<file path="config.mk">
export PLATFORM = sky130hd
export DESIGN_NAME = multicycle_controller
export DESIGN_NICKNAME = d
export VERILOG_FILES = /design/src/rtl/mips_pkg.sv /design/src/rtl/mc_perf_counters.sv /design/src/rtl/multicycle_controller.sv
export SDC_FILE = /design/constraint.sdc
export NUM_CORES = 1
export LEC_CHECK = 0
export ABC_CLOCK_PERIOD_IN_PS = 3770
export BUFFER_PORTS_ARGS = -buffer_cell sky130_fd_sc_hd__buf_4
export CORE_UTILIZATION = 25
export DETAILED_ROUTE_END_ITERATION = 12
export PLACE_DENSITY = 0.5
export SETUP_SLACK_MARGIN = 0.4
export SLEW_MARGIN = 20
export SYNTH_ARGS = -nofsm -noshare
export SYNTH_HDL_FRONTEND = slang
export SYNTH_SLANG_ARGS = --single-unit
</file>
<file path="constraint.sdc">
create_clock -name clk -period 3.77 [get_ports clk]
set_input_delay 0.9425 -clock clk [delete_from_list [all_inputs] [get_ports clk]]
set_output_delay 0.9425 -clock clk [all_outputs]
set_load 0.02 [all_outputs]
</file>
<file path="src/rtl/mips_pkg.sv">
// Shared encodings for the multicycle MIPS controller: FSM states, opcode/func
// values, ALU control codes and datapath select encodings.
package mips_pkg;

  typedef enum logic [3:0] {
    StFetch     = 4'd0,
    StDecode    = 4'd1,
    StMemAddr   = 4'd2,
    StMemRead   = 4'd3,
    StMemWb     = 4'd4,
    StMemWrite  = 4'd5,
    StExecR     = 4'd6,
    StExecShift = 4'd7,
    StAluWb     = 4'd8,
    StExecI     = 4'd9,
    StIWb       = 4'd10,
    StBranch    = 4'd11,
    StJump      = 4'd12,
    StJr        = 4'd13,
    StJal       = 4'd14,
    StTrap      = 4'd15
  } state_t;

  // Same encoding as the pipelined core's ALU.
  typedef enum logic [2:0] {
    AluAnd = 3'b000,
    AluOr  = 3'b001,
    AluAdd = 3'b010,
    AluSll = 3'b011,
    AluSrl = 3'b100,
    AluSra = 3'b101,
    AluSub = 3'b110,
    AluSlt = 3'b111
  } alu_ctrl_t;

  localparam logic [5:0] OpRtype = 6'b000000;
  localparam logic [5:0] OpJ     = 6'b000010;
  localparam logic [5:0] OpJal   = 6'b000011;
  localparam logic [5:0] OpBeq   = 6'b000100;
  localparam logic [5:0] OpBne   = 6'b000101;
  localparam logic [5:0] OpAddi  = 6'b001000;
  localparam logic [5:0] OpAndi  = 6'b001100;
  localparam logic [5:0] OpOri   = 6'b001101;
  localparam logic [5:0] OpLw    = 6'b100011;
  localparam logic [5:0] OpSw    = 6'b101011;

  localparam logic [5:0] FnSll  = 6'b000000;
  localparam logic [5:0] FnSrl  = 6'b000010;
  localparam logic [5:0] FnSra  = 6'b000011;
  localparam logic [5:0] FnSllv = 6'b000100;
  localparam logic [5:0] FnSrlv = 6'b000110;
  localparam logic [5:0] FnSrav = 6'b000111;
  localparam logic [5:0] FnJr   = 6'b001000;
  localparam logic [5:0] FnAdd  = 6'b100000;
  localparam logic [5:0] FnSub  = 6'b100010;
  localparam logic [5:0] FnAnd  = 6'b100100;
  localparam logic [5:0] FnOr   = 6'b100101;
  localparam logic [5:0] FnSlt  = 6'b101010;

  localparam logic [1:0] PcSrcAlu    = 2'b00;
  localparam logic [1:0] PcSrcAluOut = 2'b01;
  localparam logic [1:0] PcSrcJump   = 2'b10;
  localparam logic [1:0] PcSrcRs     = 2'b11;

  localparam logic [1:0] WaRt   = 2'b00;
  localparam logic [1:0] WaRd   = 2'b01;
  localparam logic [1:0] WaLink = 2'b10;

  localparam logic [1:0] WdAluOut = 2'b00;
  localparam logic [1:0] WdMdr    = 2'b01;
  localparam logic [1:0] WdPc     = 2'b10;

  localparam logic [1:0] SrcAPc    = 2'b00;
  localparam logic [1:0] SrcAA     = 2'b01;
  localparam logic [1:0] SrcAShamt = 2'b10;

  localparam logic [1:0] SrcBB      = 2'b00;
  localparam logic [1:0] SrcBFour   = 2'b01;
  localparam logic [1:0] SrcBImm    = 2'b10;
  localparam logic [1:0] SrcBImmSh2 = 2'b11;

endpackage

</file>
<file path="src/rtl/mc_perf_counters.sv">
// Cycle and retired-instruction counters for the multicycle controller.
// Present only when MULTICYCLE_PERF_CNT_EN is defined.
`ifdef MULTICYCLE_PERF_CNT_EN
module mc_perf_counters (
  input  logic        clk,
  input  logic        rst_n,
  input  logic        cycle_inc_i,
  input  logic        instr_inc_i,
  output logic [31:0] cycle_cnt_o,
  output logic [31:0] instr_cnt_o
);

  logic [31:0] cycle_q, cycle_d;
  logic [31:0] instr_q, instr_d;

  always_comb begin
    cycle_d = cycle_q;
    instr_d = instr_q;
    if (cycle_inc_i) cycle_d = cycle_q + 32'd1;
    if (instr_inc_i) instr_d = instr_q + 32'd1;
  end

  always_ff @(posedge clk) begin
    if (!rst_n) begin
      cycle_q <= '0;
      instr_q <= '0;
    end else begin
      cycle_q <= cycle_d;
      instr_q <= instr_d;
    end
  end

  assign cycle_cnt_o = cycle_q;
  assign instr_cnt_o = instr_q;

endmodule
`endif

</file>
<file path="src/rtl/multicycle_controller.sv">
// Sequencing FSM for the multicycle MIPS core (shared memory port, single ALU).
// Define MULTICYCLE_PERF_CNT_EN to add cycle_cnt/instr_cnt performance counters.
module multicycle_controller
  import mips_pkg::*;
#(
  parameter int unsigned JAL_LINK_REG = 31
) (
  input  logic       clk,
  input  logic       rst_n,
  input  logic [5:0] operation,
  input  logic [5:0] func,
  input  logic       zero,
  input  logic       mem_ready,
  output logic       mem_re,
  output logic       mem_we,
  output logic       iord,
  output logic       ir_we,
  output logic       pc_en,
  output logic [1:0] pc_src,
  output logic       reg_we,
  output logic [1:0] sel_reg_write_addr,
  output logic [1:0] sel_reg_write_data,
  output logic [1:0] sel_alu_src_a,
  output logic [1:0] sel_alu_src_b,
  output logic [2:0] alu_control,
  output logic [3:0] state,
  output logic       illegal
`ifdef MULTICYCLE_PERF_CNT_EN
  ,
  output logic [31:0] cycle_cnt,
  output logic [31:0] instr_cnt
`endif
);

  // The link register index lives in the datapath; only range-check it here.
  if (JAL_LINK_REG > 31) begin : gen_link_reg_check
    $error("JAL_LINK_REG out of range");
  end

  state_t    state_q, state_d;
  logic      illegal_q;
  alu_ctrl_t alu_ctrl;

  always_comb begin
    state_d            = state_q;
    mem_re             = 1'b0;
    mem_we             = 1'b0;
    iord               = 1'b0;
    ir_we              = 1'b0;
    pc_en              = 1'b0;
    pc_src             = PcSrcAlu;
    reg_we             = 1'b0;
    sel_reg_write_addr = WaRt;
    sel_reg_write_data = WdAluOut;
    sel_alu_src_a      = SrcAPc;
    sel_alu_src_b      = SrcBB;
    alu_ctrl           = AluAnd;

    unique case (state_q)
      StFetch: begin
        mem_re        = 1'b1;
        sel_alu_src_b = SrcBFour;
        alu_ctrl      = AluAdd;
        ir_we         = mem_ready;
        pc_en         = mem_ready;
        if (mem_ready) state_d = StDecode;
      end
      StDecode: begin
        // Branch target is computed speculatively and parked in ALUOut.
        sel_alu_src_b = SrcBImmSh2;
        alu_ctrl      = AluAdd;
        case (operation)
          OpLw, OpSw:           state_d = StMemAddr;
          OpAddi, OpAndi, OpOri: state_d = StExecI;
          OpBeq, OpBne:         state_d = StBranch;
          OpJ:                  state_d = StJump;
          OpJal:                state_d = StJal;
          OpRtype: begin
            case (func)
              FnSll, FnSrl, FnSra:                  state_d = StExecShift;
              FnJr:                                 state_d = StJr;
              FnAnd, FnOr, FnAdd, FnSub, FnSlt,
              FnSllv, FnSrlv, FnSrav:               state_d = StExecR;
              default:                              state_d = StTrap;
            endcase
          end
          default: state_d = StTrap;
        endcase
      end
      StMemAddr: begin
        sel_alu_src_a = SrcAA;
        sel_alu_src_b = SrcBImm;
        alu_ctrl      = AluAdd;
        state_d       = (operation == OpLw) ? StMemRead : StMemWrite;
      end
      StMemRead: begin
        mem_re = 1'b1;
        iord   = 1'b1;
        if (mem_ready) state_d = StMemWb;
      end
      StMemWb: begin
        reg_we             = 1'b1;
        sel_reg_write_data = WdMdr;
        state_d            = StFetch;
      end
      StMemWrite: begin
        mem_we = 1'b1;
        iord   = 1'b1;
        if (mem_ready) state_d = StFetch;
      end
      StExecR: begin
        sel_alu_src_a = SrcAA;
        case (func)
          FnAnd:   alu_ctrl = AluAnd;
          FnOr:    alu_ctrl = AluOr;
          FnSub:   alu_ctrl = AluSub;
          FnSlt:   alu_ctrl = AluSlt;
          FnSllv:  alu_ctrl = AluSll;
          FnSrlv:  alu_ctrl = AluSrl;
          FnSrav:  alu_ctrl = AluSra;
          default: alu_ctrl = AluAdd;
        endcase
        state_d = StAluWb;
      end
      StExecShift: begin
        sel_alu_src_a = SrcAShamt;
        case (func)
          FnSll:   alu_ctrl = AluSll;
          FnSrl:   alu_ctrl = AluSrl;
          default: alu_ctrl = AluSra;
        endcase
        state_d = StAluWb;
      end
      StAluWb: begin
        reg_we             = 1'b1;
        sel_reg_write_addr = WaRd;
        state_d            = StFetch;
      end
      StExecI: begin
        sel_alu_src_a = SrcAA;
        sel_alu_src_b = SrcBImm;
        case (operation)
          OpAndi:  alu_ctrl = AluAnd;
          OpOri:   alu_ctrl = AluOr;
          default: alu_ctrl = AluAdd;
        endcase
        state_d = StIWb;
      end
      StIWb: begin
        reg_we  = 1'b1;
        state_d = StFetch;
      end
      StBranch: begin
        sel_alu_src_a = SrcAA;
        alu_ctrl      = AluSub;
        pc_src        = PcSrcAluOut;
        pc_en         = (operation == OpBne) ? !zero : zero;
        state_d       = StFetch;
      end
      StJump: begin
        pc_src  = PcSrcJump;
        pc_en   = 1'b1;
        state_d = StFetch;
      end
      StJr: begin
        pc_src  = PcSrcRs;
        pc_en   = 1'b1;
        state_d = StFetch;
      end
      StJal: begin
        // PC already holds PC+4 from fetch, so it is the link value.
        pc_src             = PcSrcJump;
        pc_en              = 1'b1;
        reg_we             = 1'b1;
        sel_reg_write_addr = WaLink;
        sel_reg_write_data = WdPc;
        state_d            = StFetch;
      end
      StTrap: state_d = StTrap;
      default: state_d = StFetch;
    endcase
  end

  always_ff @(posedge clk) begin
    if (!rst_n) begin
      state_q   <= StFetch;
      illegal_q <= 1'b0;
    end else begin
      state_q <= state_d;
      if (state_d == StTrap) illegal_q <= 1'b1;
    end
  end

  assign alu_control = alu_ctrl;
  assign state       = state_q;
  assign illegal     = illegal_q;

`ifdef MULTICYCLE_PERF_CNT_EN
  mc_perf_counters u_perf_counters (
    .clk         (clk),
    .rst_n       (rst_n),
    .cycle_inc_i (state_q != StTrap),
    .instr_inc_i ((state_q == StFetch) && mem_ready),
    .cycle_cnt_o (cycle_cnt),
    .instr_cnt_o (instr_cnt)
  );
`endif

endmodule

</file>
==> impl_metrics.tcl <==
set metrics [dict create \
    status "finished, final reports clean" \
    cpPeakStageDelay_ns 0.57 \
    vias 1128 \
    grt_first_pass_wirelength_um 4478 \
    max_freq_ghz 0.3052 \
    grt_max_degree 23 \
    crit_start "func[3]" \
    holdPathEnd "illegal$_SDFFE_PN0N_" \
    cp_data_arrival_time_ns 2.33 \
    setup_viol 0 \
    dieHeight_um 62.07 \
    ios 40 \
    grt_pass1_vias 964 \
    tightest_slew_ns 0.7035 \
    gp_congestion 0.7687 \
    grt_util_all_layers_pct 15.43 \
    crit_family "simple AND/OR/NAND/NOR gates" \
    slew_headroom_pct 53.03 \
    htree_levels 1 \
    slowest_stage "or4_1" \
    path_buf_inv 2 \
    yosysWarnings 0 \
    first_pass_iters 4 \
    synth.cell_area_um2 902.1 \
    path_cells "buf_4 -> or4_1 -> nor3_1 -> nand2b_1 -> a21o_1 -> a21boi_1 -> buf_4" \
    yosys_most_used_dff "dfxtp_1" \
    clockRootBuffer "clkbuf_4" \
    overflow 0 \
    layout.nets 189 \
    finalWirelength_um 2897 \
    diodes 0 \
    grt_setup_unrepaired "false" \
    cts_buffers 3 \
    io_buffers 39 \
    hp-start "illegal$_SDFFE_PN0N_" \
    ys_ff_latch 5 \
    cts_hold_repair.buffers 0 \
    synth.most_common_cell "nand2_1" \
    clk-insertion-delay-late_ns 0.24 \
    cts_buffer_depth 2 \
    r2r_cells 5 \
    start_util_pct 26.61 \
    hp-class "reg -> reg" \
    end_kind "output port" \
    powerDensity_nw_per_um2 586.9 \
    wl_per_cell_um 13.29 \
    syn2layout_area_growth_pct 37.73 \
    synth-edff-count 0 \
    r2r-start "state[1]$_SDFF_PN0_" \
    post-route-min-period_ns 3.276 \
    cts_sinks 5 \
    hold_depth 2 \
    path_clk_slew_ns 0.04 \
    path_class "in -> out" \
    post_cts_resized 0 \
    coreArea_um2 3390 \
    cp_common_cell "buf_4" \
    synth_top_area_cell "dfxtp_1" \
    drc 0 \
    drv_slew 0 \
    synth.distinct_cells 52 \
    crit_fanout 6 \
    drt-initial-drc-count 57 \
    fp-row-count 21 \
    die-area_um2 3853 \
    viasPerCell 5.174 \
    worst_clock_skew_ns 0.001693 \
    ir_drop_v 0.0001727 \
    ys_top_cells_by_area "dfxtp_1, nand2_1, nor2_1, nand2b_1, nor3_1" \
    p_total_uw 729.2 \
    fin_crit_sh_pct 86.90 \
    antenna_found_initial 0 \
    cts_tree "yes" \
    ys_seq_area_share_pct 11.10 \
    setup_tns_ns 0 \
    hold_violations 0 \
    r2r_end "illegal$_SDFFE_PN0N_" \
    leakage_uw 0.0005209 \
    netlist.area_leader.share_pct 11.10 \
    dpl.hpwl_um 2220 \
    cp_data_required_time_ns 2.83 \
    syn_inst 136 \
    drive_above_1_share_pct 29.07 \
    die_w_um 62.07 \
    drtAntennaViolNets 0 \
    rrSetupSlack_ns 1.83 \
    synthTopCellsByCount "nand2_1, nor2_1, nor3_1" \
    syn_nets 152 \
    postSynth.asyncResetShare_pct 0 \
    startpoint_type "input pin" \
    synth.avg_cell_area_um2 6.633 \
    maxCapViolations 0 \
]
## worst min-delay path, stage by stage (launching register included)
cell,delay [ns]
dfxtp_1,0.32
nand2_1,0.06
o41ai_1,0.06
## area by class of cell
cell class | instances | area, um^2
tap | 46 | 57.56
multi-input combinational | 117 | 732.0
fill | 379 | 2147
inverter | 5 | 18.77
clock buffer | 4 | 26.28
sequential | 5 | 100.1
timing repair buffer | 41 | 307.8
## cell usage in the layout, fill, tap and decap left out, types with 4 or more instances in the layout
master and count:
a21oi_1 4, and3_1 4, buf_4 41, dfxtp_1 5, inv_1 5, nand2_1 19, nand2b_1 7, nand3_1 4
nor2_1 16, nor2b_1 5, nor3_1 8
## kinds of logic (layout without fill, tap and decap cells)
group | Yosys count | after routing | synth area share (%)
buffers and inverters | 14 | 50 | 7.766
and+or+nand+nor | 77 | 77 | 44.94
muxes | 2 | 2 | 2.496
AOI/OAI and AO/OA | 34 | 34 | 29.82
DFF | 5 | 5 | 11.10
xor gates and xnor gates | 4 | 4 | 3.884
## power by group
group          internal [uW]  switching, uW  leakage [uW]  total, uW
logic                    230            306      0.000465        535
clock network           40.0           21.3     0.0000150       61.3
registers               69.3           63.3     0.0000409        133
## flip-flops by register name, summed over array words and instances, names as in the netlist
signal   count
illegal      1
state        4
## how the worst max path moves through the flow
| stage | cells past startpoint | slack [ns] | to |
|---|---|---|---|
| after floorplan | 6 | 0.55 | alu_control[2] |
| after global placement | 7 | 0.51 | alu_control[2] |
| after detailed placement | 7 | 0.51 | alu_control[2] |
| after CTS | 7 | 0.50 | alu_control[2] |
| after global routing | 7 | 0.42 | alu_control[2] |
| final | 7 | 0.49 | alu_control[2] |
## metrics by stage
| stage | hold slack, ns | utilization, % | setup slack, ns | instance area, um^2 | instances |
|---|---|---|---|---|---|
| 2_1_floorplan | 0.5272 | - | 0.5489 | 902.1 | 136 |
| 3_3_place_gp | 0.4462 | 35.66 | 0.5065 | 1209 | 213 |
| 3_5_place_dp | 0.4584 | 35.66 | 0.5092 | 1209 | 213 |
| 4_1_cts | 0.4713 | 36.43 | 0.4992 | 1235 | 217 |
| 5_1_grt | 0.4985 | 36.66 | 0.4225 | 1242 | 218 |
| 6_report | 0.4687 | 36.66 | 0.4937 | 1242 | 218 |
## repair_timing
item / 4_1_cts / 5_1_grt
hold endpoints to repair: 0 / 0
buffers inserted: 0 / 1
setup endpoints to repair: 0 / 1
## layer usage
layer	track usage, %	vias up	wire length, um
met5	0	-	0
met1	22.43	517	1403
met4	1.905	0	0
met2	25.38	37	1349
li1	-	574	-
met3	1.242	0	144
(Power assumes the default switching activity.)
